==> src/rtl/cache_pkg.sv <==
// Shared geometry, FSM state type and address-split helper for the line cache.
// The CACHE_STATS_EN build option lives in line_cache; nothing here depends on it.
package cache_pkg;

    localparam int unsigned LINE_SIZE        = 8;
    localparam int unsigned SET_SIZE         = 8;
    localparam int unsigned TAG_ADDR_LEN_DEF = 5;

    typedef enum logic [1:0] {
        IDLE,
        SWAP_OUT,
        SWAP_IN,
        SWAP_IN_OK
    } cache_state_t;

    typedef struct packed {
        logic [31:0] tag;
        logic [31:0] set;
        logic [31:0] word;
    } addr_fields_t;

    // Byte address -> {tag,set,word}; addr[1:0] and bits above the tag are dropped.
    function automatic addr_fields_t split_addr(input logic [31:0] addr,
                                                input int unsigned line_len,
                                                input int unsigned set_len,
                                                input int unsigned tag_len);
        addr_fields_t f;
        logic [31:0]  wa;
        wa     = addr >> 2;
        f.word = wa & ((32'd1 << line_len) - 32'd1);
        f.set  = (wa >> line_len) & ((32'd1 << set_len) - 32'd1);
        f.tag  = (wa >> (line_len + set_len)) & ((32'd1 << tag_len) - 32'd1);
        return f;
    endfunction

endpackage

==> src/rtl/cache_tag_ram.sv <==
// Per-set valid/dirty/tag storage: one combinational read port, one write port.
// Valid and dirty clear on reset; tags are don't-care until their valid bit is set.
module cache_tag_ram
    import cache_pkg::*;
#(
    parameter int unsigned SET_ADDR_LEN = 3,
    parameter int unsigned TAG_ADDR_LEN = 5
) (
    input  logic                    clk,
    input  logic                    rst,
    input  logic [SET_ADDR_LEN-1:0] rd_set_i,
    output logic                    rd_valid_o,
    output logic                    rd_dirty_o,
    output logic [TAG_ADDR_LEN-1:0] rd_tag_o,
    input  logic                    we_i,
    input  logic [SET_ADDR_LEN-1:0] wr_set_i,
    input  logic [TAG_ADDR_LEN-1:0] wr_tag_i,
    input  logic                    wr_valid_i,
    input  logic                    wr_dirty_i
);

    localparam int unsigned SETS = 1 << SET_ADDR_LEN;

    logic [SETS-1:0]         valid_q;
    logic [SETS-1:0]         dirty_q;
    logic [TAG_ADDR_LEN-1:0] tag_q [SETS];

    // NOTE: non-blocking (<=) in clocked blocks so every register samples pre-edge values.
    always_ff @(posedge clk or posedge rst) begin
        if (rst) begin
            valid_q <= '0;
            dirty_q <= '0;
        end else if (we_i) begin
            valid_q[wr_set_i] <= wr_valid_i;
            dirty_q[wr_set_i] <= wr_dirty_i;
        end
    end

    // NOTE: storage arrays get no reset; valid_q qualifies their contents.
    always_ff @(posedge clk) begin
        if (we_i) tag_q[wr_set_i] <= wr_tag_i;
    end

    assign rd_valid_o = valid_q[rd_set_i];
    assign rd_dirty_o = dirty_q[rd_set_i];
    assign rd_tag_o   = tag_q[rd_set_i];

endmodule

==> src/rtl/line_cache.sv <==
// Direct-mapped write-back, write-allocate cache; initiates line transfers to main_mem.
// Define CACHE_STATS_EN to add the hit_cnt/miss_cnt outputs.
module line_cache
    import cache_pkg::*;
#(
    parameter int unsigned LINE_ADDR_LEN = $clog2(LINE_SIZE),
    parameter int unsigned SET_ADDR_LEN  = $clog2(SET_SIZE),
    parameter int unsigned TAG_ADDR_LEN  = TAG_ADDR_LEN_DEF
) (
    input  logic                                  clk,
    input  logic                                  rst,
    input  logic                                  rd_req,
    input  logic                                  wr_req,
    input  logic [31:0]                           addr,
    input  logic [31:0]                           wr_data,
    output logic [31:0]                           rd_data,
    output logic                                  miss,
    input  logic                                  mem_gnt,
    output logic [TAG_ADDR_LEN+SET_ADDR_LEN-1:0]  mem_addr,
    output logic                                  mem_rd_req,
    input  logic [32*((1<<LINE_ADDR_LEN)+1)-1:0]  mem_rd_line,
    output logic                                  mem_wr_req,
    output logic [32*((1<<LINE_ADDR_LEN)+1)-1:0]  mem_wr_line
`ifdef CACHE_STATS_EN
    ,
    output logic [31:0]                           hit_cnt,
    output logic [31:0]                           miss_cnt
`endif
);

    localparam int unsigned LINE_WORDS = 1 << LINE_ADDR_LEN;
    localparam int unsigned SETS       = 1 << SET_ADDR_LEN;
    localparam int unsigned LINE_W     = 32 * (LINE_WORDS + 1);
    localparam int unsigned MADDR_W    = TAG_ADDR_LEN + SET_ADDR_LEN;

    cache_state_t state_q, state_d;

    addr_fields_t              fields;
    logic [TAG_ADDR_LEN-1:0]   cur_tag, req_tag_q, req_tag_d, tag_rd, tag_wr_tag;
    logic [SET_ADDR_LEN-1:0]   cur_set, req_set_q, req_set_d, tag_wr_set;
    logic [LINE_ADDR_LEN-1:0]  cur_word;
    logic                      req, hit, tag_valid, tag_dirty;
    logic                      tag_we, tag_wr_valid, tag_wr_dirty, word_we, fill_en;
    logic [31:0]               rd_data_q, rd_data_d;
    logic [MADDR_W-1:0]        mem_addr_q, mem_addr_d;
    logic                      mem_rd_req_q, mem_rd_req_d, mem_wr_req_q, mem_wr_req_d;
    logic [LINE_W-1:0]         mem_wr_line_q, mem_wr_line_d, victim_line;
    logic [31:0]               data_q [SETS][LINE_WORDS];
    logic                      unused_bits;

    assign fields   = split_addr(addr, LINE_ADDR_LEN, SET_ADDR_LEN, TAG_ADDR_LEN);
    assign cur_tag  = fields.tag[TAG_ADDR_LEN-1:0];
    assign cur_set  = fields.set[SET_ADDR_LEN-1:0];
    assign cur_word = fields.word[LINE_ADDR_LEN-1:0];
    assign unused_bits = ^{fields.tag[31:TAG_ADDR_LEN], fields.set[31:SET_ADDR_LEN],
                           fields.word[31:LINE_ADDR_LEN], mem_rd_line[LINE_W-1 -: 32]};

    cache_tag_ram #(
        .SET_ADDR_LEN (SET_ADDR_LEN),
        .TAG_ADDR_LEN (TAG_ADDR_LEN)
    ) u_tag_ram (
        .clk        (clk),
        .rst        (rst),
        .rd_set_i   (cur_set),
        .rd_valid_o (tag_valid),
        .rd_dirty_o (tag_dirty),
        .rd_tag_o   (tag_rd),
        .we_i       (tag_we),
        .wr_set_i   (tag_wr_set),
        .wr_tag_i   (tag_wr_tag),
        .wr_valid_i (tag_wr_valid),
        .wr_dirty_i (tag_wr_dirty)
    );

    assign req  = rd_req | wr_req;
    assign hit  = tag_valid & (tag_rd == cur_tag);
    assign miss = req & ((state_q != IDLE) | ~hit);

    always_comb begin
        victim_line = '0;
        for (int w = 0; w < LINE_WORDS; w++) victim_line[32*w +: 32] = data_q[cur_set][w];
    end

    always_ff @(posedge clk or posedge rst) begin
        if (rst) state_q <= IDLE;
        else     state_q <= state_d;
    end

    always_comb begin
        state_d = state_q;
        unique case (state_q)
            IDLE:       if (req && !hit) state_d = (tag_valid && tag_dirty) ? SWAP_OUT : SWAP_IN;
            SWAP_OUT:   if (mem_gnt) state_d = SWAP_IN;
            SWAP_IN:    if (mem_gnt) state_d = SWAP_IN_OK;
            SWAP_IN_OK: state_d = IDLE;
            default:    state_d = IDLE;
        endcase
    end

    // NOTE: every always_comb output is defaulted first so no path infers a latch.
    always_comb begin
        rd_data_d     = rd_data_q;
        mem_addr_d    = mem_addr_q;
        mem_rd_req_d  = mem_rd_req_q;
        mem_wr_req_d  = mem_wr_req_q;
        mem_wr_line_d = mem_wr_line_q;
        req_tag_d     = req_tag_q;
        req_set_d     = req_set_q;
        tag_we        = 1'b0;
        tag_wr_set    = cur_set;
        tag_wr_tag    = cur_tag;
        tag_wr_valid  = 1'b1;
        tag_wr_dirty  = 1'b1;
        word_we       = 1'b0;
        fill_en       = 1'b0;
        unique case (state_q)
            IDLE: begin
                if (req && hit) begin
                    if (rd_req) begin
                        rd_data_d = data_q[cur_set][cur_word];
                    end else begin
                        word_we = 1'b1;
                        tag_we  = 1'b1;
                    end
                end else if (req) begin
                    req_tag_d = cur_tag;
                    req_set_d = cur_set;
                    if (tag_valid && tag_dirty) begin
                        mem_addr_d    = {tag_rd, cur_set};
                        mem_wr_line_d = victim_line;
                        mem_wr_req_d  = 1'b1;
                    end else begin
                        mem_addr_d   = {cur_tag, cur_set};
                        mem_rd_req_d = 1'b1;
                    end
                end
            end
            SWAP_OUT: begin
                if (mem_gnt) begin
                    mem_wr_req_d = 1'b0;
                    mem_addr_d   = {req_tag_q, req_set_q};
                    mem_rd_req_d = 1'b1;
                end
            end
            SWAP_IN: begin
                if (mem_gnt) mem_rd_req_d = 1'b0;
            end
            SWAP_IN_OK: begin
                fill_en      = 1'b1;
                tag_we       = 1'b1;
                tag_wr_set   = req_set_q;
                tag_wr_tag   = req_tag_q;
                tag_wr_dirty = 1'b0;
            end
            default: ;
        endcase
    end

    always_ff @(posedge clk or posedge rst) begin
        if (rst) begin
            rd_data_q     <= '0;
            mem_addr_q    <= '0;
            mem_rd_req_q  <= 1'b0;
            mem_wr_req_q  <= 1'b0;
            mem_wr_line_q <= '0;
            req_tag_q     <= '0;
            req_set_q     <= '0;
        end else begin
            rd_data_q     <= rd_data_d;
            mem_addr_q    <= mem_addr_d;
            mem_rd_req_q  <= mem_rd_req_d;
            mem_wr_req_q  <= mem_wr_req_d;
            mem_wr_line_q <= mem_wr_line_d;
            req_tag_q     <= req_tag_d;
            req_set_q     <= req_set_d;
        end
    end

    // Refill data is only on mem_rd_line during SWAP_IN_OK, one cycle after gnt.
    always_ff @(posedge clk) begin
        if (fill_en) begin
            for (int w = 0; w < LINE_WORDS; w++) data_q[req_set_q][w] <= mem_rd_line[32*w +: 32];
        end else if (word_we) begin
            data_q[cur_set][cur_word] <= wr_data;
        end
    end

    assign rd_data     = rd_data_q;
    assign mem_addr    = mem_addr_q;
    assign mem_rd_req  = mem_rd_req_q;
    assign mem_wr_req  = mem_wr_req_q;
    assign mem_wr_line = mem_wr_line_q;

`ifdef CACHE_STATS_EN
    logic        retry_q;
    logic [31:0] hit_cnt_q, miss_cnt_q;

    // retry_q marks the first IDLE cycle after a refill so the replayed request is not a hit.
    always_ff @(posedge clk or posedge rst) begin
        if (rst) begin
            retry_q    <= 1'b0;
            hit_cnt_q  <= '0;
            miss_cnt_q <= '0;
        end else begin
            if (state_q == SWAP_IN_OK) retry_q <= 1'b1;
            else if (state_q == IDLE)  retry_q <= 1'b0;
            if (state_q == IDLE && req && hit && !retry_q) hit_cnt_q <= hit_cnt_q + 32'd1;
            if (state_q == IDLE && state_d != IDLE)        miss_cnt_q <= miss_cnt_q + 32'd1;
        end
    end

    assign hit_cnt  = hit_cnt_q;
    assign miss_cnt = miss_cnt_q;
`endif

endmodule
==> config.mk <==
export PLATFORM = sky130hd
export DESIGN_NAME = line_cache
export DESIGN_NICKNAME = d
export VERILOG_FILES = /design/src/rtl/cache_pkg.sv /design/src/rtl/cache_tag_ram.sv /design/src/rtl/line_cache.sv
export SDC_FILE = /design/constraint.sdc
export NUM_CORES = 2
export LEC_CHECK = 0
export ABC_CLOCK_PERIOD_IN_PS = 11160
export CAP_MARGIN = 20
export CORE_ASPECT_RATIO = 0.5
export CORE_MARGIN = 3
export CORE_UTILIZATION = 35
export CTS_BUF_LIST = sky130_fd_sc_hd__clkbuf_8 sky130_fd_sc_hd__clkbuf_16
export CTS_CLUSTER_DIAMETER = 150
export DETAILED_ROUTE_END_ITERATION = 8
export PLACE_DENSITY = 0.62
export SLEW_MARGIN = 40
export SYNTH_ARGS = -nofsm -noshare
export SYNTH_HDL_FRONTEND = slang
export SYNTH_SLANG_ARGS = --single-unit
==> constraint.sdc <==
create_clock -name clk -period 11.16 [get_ports clk]
set_input_delay 1.116 -clock clk [delete_from_list [all_inputs] [get_ports clk]]
set_output_delay 1.116 -clock clk [all_outputs]
set_load 0.1 [all_outputs]
* Word level (Yosys, flattened, before mapping)
Memories as Yosys holds them, arrays and structs flattened.
Cells that the tools add are included.
** Storage, ports and cells
- Logic and storage cells :: 104
- Input port bits :: 357
- Bits in writable memories :: 2088
- Register bits after elaboration :: 324
- Memories :: 2
- Output and inout bits :: 331
** Cells by class
- Reductions and logical operators :: 18
- $lt $le $gt $ge :: 5
- Eq/ne operators :: 11
- Multiplexer cells :: 50
- Bitwise gates (word level) :: 8
** Memory list
- data_q :: words 8, width 256, rd ports 1, clocked after Yosys merged registers in 0, wr ports 1, line line_cache.sv:48 : logic [31:0] data_q [SETS][LINE_WORDS];
- u_tag_ram.tag_q :: words 8, width 5, rd ports 1, clocked after Yosys merged registers in 0, wr ports 1, line cache_tag_ram.sv:26 : logic [TAG_ADDR_LEN-1:0] tag_q [SETS];
** Operator list (number)
- 256-bit 2-to-1 mux :: 3
- 256-bit OR reduction :: 1
- 32-bit binary-select mux with 3-bit select :: 1
- 32-bit demux with 3-bit select :: 1
- 32-bit 2-to-1 mux :: 3
- 8-bit 2-to-1 mux :: 4
- 1-bit 2-to-1 mux :: 22
- 8-bit one-hot mux with 2 select lines :: 1
- 2-bit != test (second input constant) :: 7
- 3-bit AND reduction :: 3
- 8-bit bitwise mux :: 1
- 3-bit by 4-bit less-than comparator with 1-bit output (second input constant) :: 2
- 2-bit 2-to-1 mux :: 4
- 8-bit bitwise OR :: 1
- 2-bit one-hot mux with 4 select lines :: 1
- 4-bit AND reduction :: 2
- 1-bit binary-select mux with 3-bit select :: 2
- 3-bit 2-to-1 mux :: 2
- 6-bit AND reduction :: 1
- 5-bit equality test :: 1
- 1-bit logical AND :: 5
- 5-bit 2-to-1 mux :: 1
- 5-bit AND reduction :: 1
- 2-bit equality test (second input constant) :: 2
- 15 further kinds :: 20

* Logic depth before layout (Yosys ltp)
- Depth after elaboration :: 11
- Gate-level depth with buffers :: 12
- Depth with buffers taken out :: 7

* Cells and area by module
A second synthesis with hierarchy kept.
** Unflattened totals
- Cells, all modules :: 5301
- Area total of the unflattened synthesis :: 95688.0 um^2
** Modules (own cells, without submodules)
- line_cache :: times used 1, cells an instance 5191, seq. area each 69206.4 um^2, area an instance 93320.8 um^2
- cache_tag_ram :: times used 1, cells an instance 110, seq. area each 1601.5 um^2, area an instance 2367.3 um^2

* Worst setup path before layout
Ideal clock, no wire load.
- Path kind :: input port to output port
- From :: in addr[7]
- To :: out miss
- Required time :: 10.044 ns
- Buffers on the path :: 3
- Arrival :: 3.875 ns
- Path slack :: 6.169 ns
- Cell stages on the path :: 9
- Path through :: buf_4 mux2i_1 mux4_2 xnor2_1 or3_1 nor4_4 buf_4 buf_2 nor2_1
** Between the ends
- Word-level cells in the longest chain between the ends :: 6
- Elaborated cells between the ends (all ways) :: 8
- Those cells by class :: eq/ne: 1; mux: 2; bitwise: 4; memory: 1
** RTL lines
- start: declaration :: line line_cache.sv:14 : input logic [31:0] addr,
- memory read 8 x 5 bit / 1-bit binary-select mux with 3-bit select (equally long branches)
- 5-bit equality test / 1-bit 2-to-1 mux (equally long branches) :: line line_cache.sv:76, cache_tag_ram.sv:44
- 1-bit bitwise AND * :: line line_cache.sv:76 : assign hit = tag_valid & (tag_rd == cur_tag);
- 1-bit NOT * :: line line_cache.sv:77 : assign miss = req & ((state_q != IDLE) | ~hit);
- 1-bit bitwise OR * :: line line_cache.sv:77
- 1-bit bitwise AND * :: line line_cache.sv:77
- end: declaration :: line line_cache.sv:17 : output logic miss,
Mark *: on every way between the ends. The rest lies on a longest branch, timed or not. The select of a mux whose other input is x is not followed.

* Worst setup path in the final report
- From :: in addr[6]
- To :: out miss
The elaborated chain is that of the path after synthesis.

==> key figures <==
STA
  • Final Max Tran Viols: 0
  • RSZ-0062 raised after global routing: false
  • Min cycle time layout: just over 6 ns
  • Setup TNS: 0 ns
  • Final Setup Violations: 0
  • Final WS setup: slightly above 5 ns
  • Max_slew headroom: roughly 37%
  • Hold Vio Cnt, Final: 0
  • Worst slew pin tran: 0.948 ns
  • Clock skew: 0.0346 ns
  • Final worst-path cycle share: 54.9%
  • Highest clock rate: 163 MHz

Route
  • Final WL: 300000 um
  • Starting DRT DRC Count: 5469
  • DR DRC count: 0
  • Avg WL per Cell: between 30 and 40 um
  • Pre-antenna DRT Iters: 6
  • Vias: 50386
  • Avg Vias per Cell: 5.36
  • Post-route ant nets: 0

Setup path
  • Critical path, cell by cell: buf_8, buf_4, mux4_2, mux2i_1, or3_1, nor4_4, buf_4, nor2_1, buf_2
  • Critical path arrival: between 5 and 6 ns
  • CP Class: input pin to primary output
  • Setup crit end kind: primary output
  • Crit path buf inv count: 4
  • CP delay by family, top: buffers and inverters
  • Crit-path max FO: between 50 and 60
  • CP dominant cell by count: buf_4
  • Setup crit start kind: input pin
  • Req. time, crit path: approximately 10 ns
  • Slowest stage delay, CP: roughly 0.70 ns
  • Crit-path slowest cell: buf_4

Power
  • LEAKAGE: around 0.040 uW
  • Pwr dens: between 150 and 200 nW/um^2
  • Final Total Pwr: 22100 uW
  • VDD IR max: 148 uV

Min path
  • Tightest Hold Check Type: flop to flop

Global routing
  • Total track usage: between 20% and 30%
  • Largest net degree at the start of global routing: about 150
  • Initial antenna violation count: 33
  • Global-route wire length before repair: ~400000 um
  • GRT Residual Overflow: 0
  • Number of global-route vias before repair: 50037

Floorplan
  • Core box area: 269000 sq um
  • Die Wd: ~740 um
  • Overall die area: around 280000 sq um
  • Starting Density: a little over a third
  • Top Ports: around 690
  • Row count: between 100 and 150
  • Die H: 375 um

Finish
  • Layout area overhead: 17.6%
  • Fillcell total: about 24000
  • Design Area, Final: around 110000 sq um
  • Multi-input gate area: approximately 24000 sq um
  • FF+latch area: a little over 70000 sq um
  • Final #Nets: roughly 6000
  • Most common cell after layout, fill and taps aside: edfxtp_1
  • Commonest non-fill, non-tap cells in the layout: edfxtp_1 (2088), nand2_1 (620), mux4_2 (517)
  • Fin util: a little over two fifths
  • Share of cells above drive strength 1: roughly 29%

Status
  • Status: complete, no violations

Clock network
  • Resized Gates After CTS: 0
  • Hold_buf cts: 0
  • Root Driver: clkbuf_16
  • Post-CTS Setup Inserts: 0
  • CTS tree: yes
  • CTS Buffer Depth: 3
  • Clock latency on the worst-skew pair: ~0.85 ns
  • Htree depth: 4
  • Total CTS buffers: 219
  • Clock Sinks: between 2000 and 2500
  • Clock slew at reported path FFs: ~0.06 ns

Synth
  • Post-synth EDFFs: about 2100
  • Sequential area share after synthesis: roughly three quarters
  • Synth Cell Area: about 96000 sq um
  • FF+latch count, synth: 2412
  • Ys flop type: edfxtp_1
  • Ys Warns: 0
  • Post-synth cell types: 53
  • Cells after Synth: around 4900
  • Fraction of registers with async set/reset: a little over an eighth
  • Syn Area/Cell: 19.6 sq um

Job
  • Max Cap Violations: 0

Placement
  • Dpl ws: 4.58 ns
  • Port Buffer Count: 602
  • GP Congestion: 0.839
  • Dpl hpwl: 198000 um
  • Post-DP Area: 105000 sq um
[cells in the mapped netlist, types with 3 or more instances]
| master | count | area [sq um] |
|---|---|---|
| a21oi_1 | 34 | 170 |
| buf_1 | 11 | 41.3 |
| buf_4 | 36 | 270 |
| mux4_2 | 517 | 11600 |
| buf_2 | 64 | 320 |
| a31oi_2 | 7 | 87.6 |
| o22ai_1 | 9 | 56.3 |
| nand3_1 | 4 | 20.0 |
| nor3b_1 | 5 | 37.5 |
| and3_1 | 3 | 18.8 |
| mux2i_1 | 20 | 200 |
| dfrtp_1 | 324 | 8110 |
| ha_1 | 5 | 62.6 |
| mux2_1 | 248 | 2790 |
| nor3_1 | 13 | 65.1 |
| inv_1 | 11 | 41.3 |
| nor2_1 | 124 | 465 |
| o21bai_1 | 4 | 30.0 |
| or3_1 | 3 | 18.8 |
| o21a_1 | 6 | 45.0 |
| o21ai_0 | 26 | 130 |
| mux2_2 | 304 | 3420 |
| nand2_1 | 633 | 2380 |
| a22oi_1 | 128 | 961 |
| clkbuf_1 | 157 | 589 |
| buf_6 | 30 | 338 |
| o31ai_1 | 6 | 45.0 |
| a31oi_1 | 35 | 219 |
| edfxtp_1 | 2088 | 62700 |
[state kept, by name, indices dropped and copies added (netlist names)]
register           flops
u_tag_ram.tag_q       40
mem_rd_req             1
mem_wr_req             1
mem_addr               8
state_q                2
rd_data               32
data_q              2048
req_tag_q              5
u_tag_ram.dirty_q      8
u_tag_ram.valid_q      8
mem_wr_line          256
req_set_q              3
[final cells by class]
class                           count  area share (%)
Antenna cell                       18          0.0401
Clock buffer                      250            5.31
Clock inverter                    164           0.940
Inverter                           11          0.0434
Multi-Input combinational cell   2193            21.3
Sequential cell                  2412            63.0
Tap cell                         3604            4.01
Timing Repair Buffer              757            5.29
[report_power, final]
part / switching, uW / internal [uW] / leakage (uW) / total (uW)
logic: 2700 / 953 / 0.0133 / 3650
clock network: 3320 / 4050 / 0.00372 / 7380
registers: 266 / 10800 / 0.0233 / 11000
total: 6280 / 15800 / 0.0403 / 22100
[worst reg2reg max path, stage by stage (launching register included)]
cell and delay [ns]:
edfxtp_1 0.35, mux2_1 0.31, o22ai_1 0.25, nor3_1 0.12, or4_4 0.58, nor4_4 0.74, buf_4 0.70, a31oi_4 0.50
nor2_4 0.73, buf_4 0.46
[cell families (layout without fill, tap and decap cells)]
logic type / after synthesis / after routing / synth area share [%]
simple gates: 804 / 804 / 3.31
xor+xnor: 1 / 1 / 0.00917
fa+ha+maj: 5 / 5 / 0.0655
mux: 1089 / 1089 / 18.9
compound gates: 262 / 262 / 1.89
buf+inv: 310 / 1182 / 1.68
other cells: 1 / 50 / 0.00393
flops: 2412 / 2412 / 74.1
[routing by layer]
| metal | global-route usage, % | share of wire (%) | up-vias | wire length [um] |
|---|---|---|---|---|
| met5 | 0 | 0.012 | - | 36 |
| met4 | 9.16 | 4.8 | 6 | 14500 |
| met3 | 3.92 | 6.9 | 466 | 20700 |
| met1 | 26.4 | 38 | 27002 | 113000 |
| li1 | - | - | 20884 | - |
| met2 | 35.8 | 51 | 2028 | 152000 |
[worst paths after layout]
kind | cells after the start | to | slack (ns) | from
worst min-delay path | 2 | u_tag_ram.valid_q[3]$_DFFE_PP0P_ | 0.47 | u_tag_ram.valid_q[3]$_DFFE_PP0P_
max in group asynchronous | 6 | mem_wr_line[58]$_DFFE_PP0P_ | 8.88 | rst
worst max register to register | 9 | data_q[4][117]$_DFFE_PP_ | 6.08 | u_tag_ram.tag_q[6][3]$_DFFE_PP_
worst max-delay path | 9 | miss | 5.03 | addr[6]
min in group asynchronous | 2 | mem_wr_line[106]$_DFFE_PP0P_ | 0.66 | rst
worst min register to register | 2 | u_tag_ram.valid_q[3]$_DFFE_PP0P_ | 0.47 | u_tag_ram.valid_q[3]$_DFFE_PP0P_
[stage by stage]
stage	hold slack, ns	instances
floorplan	0.423	4915
detailed placement	0.455	8974
CTS	0.473	9388
finish	0.470	9409
global placement	0.447	8967
global route	0.486	9392
No activity file was read; power rests on OpenSTA's default activity.
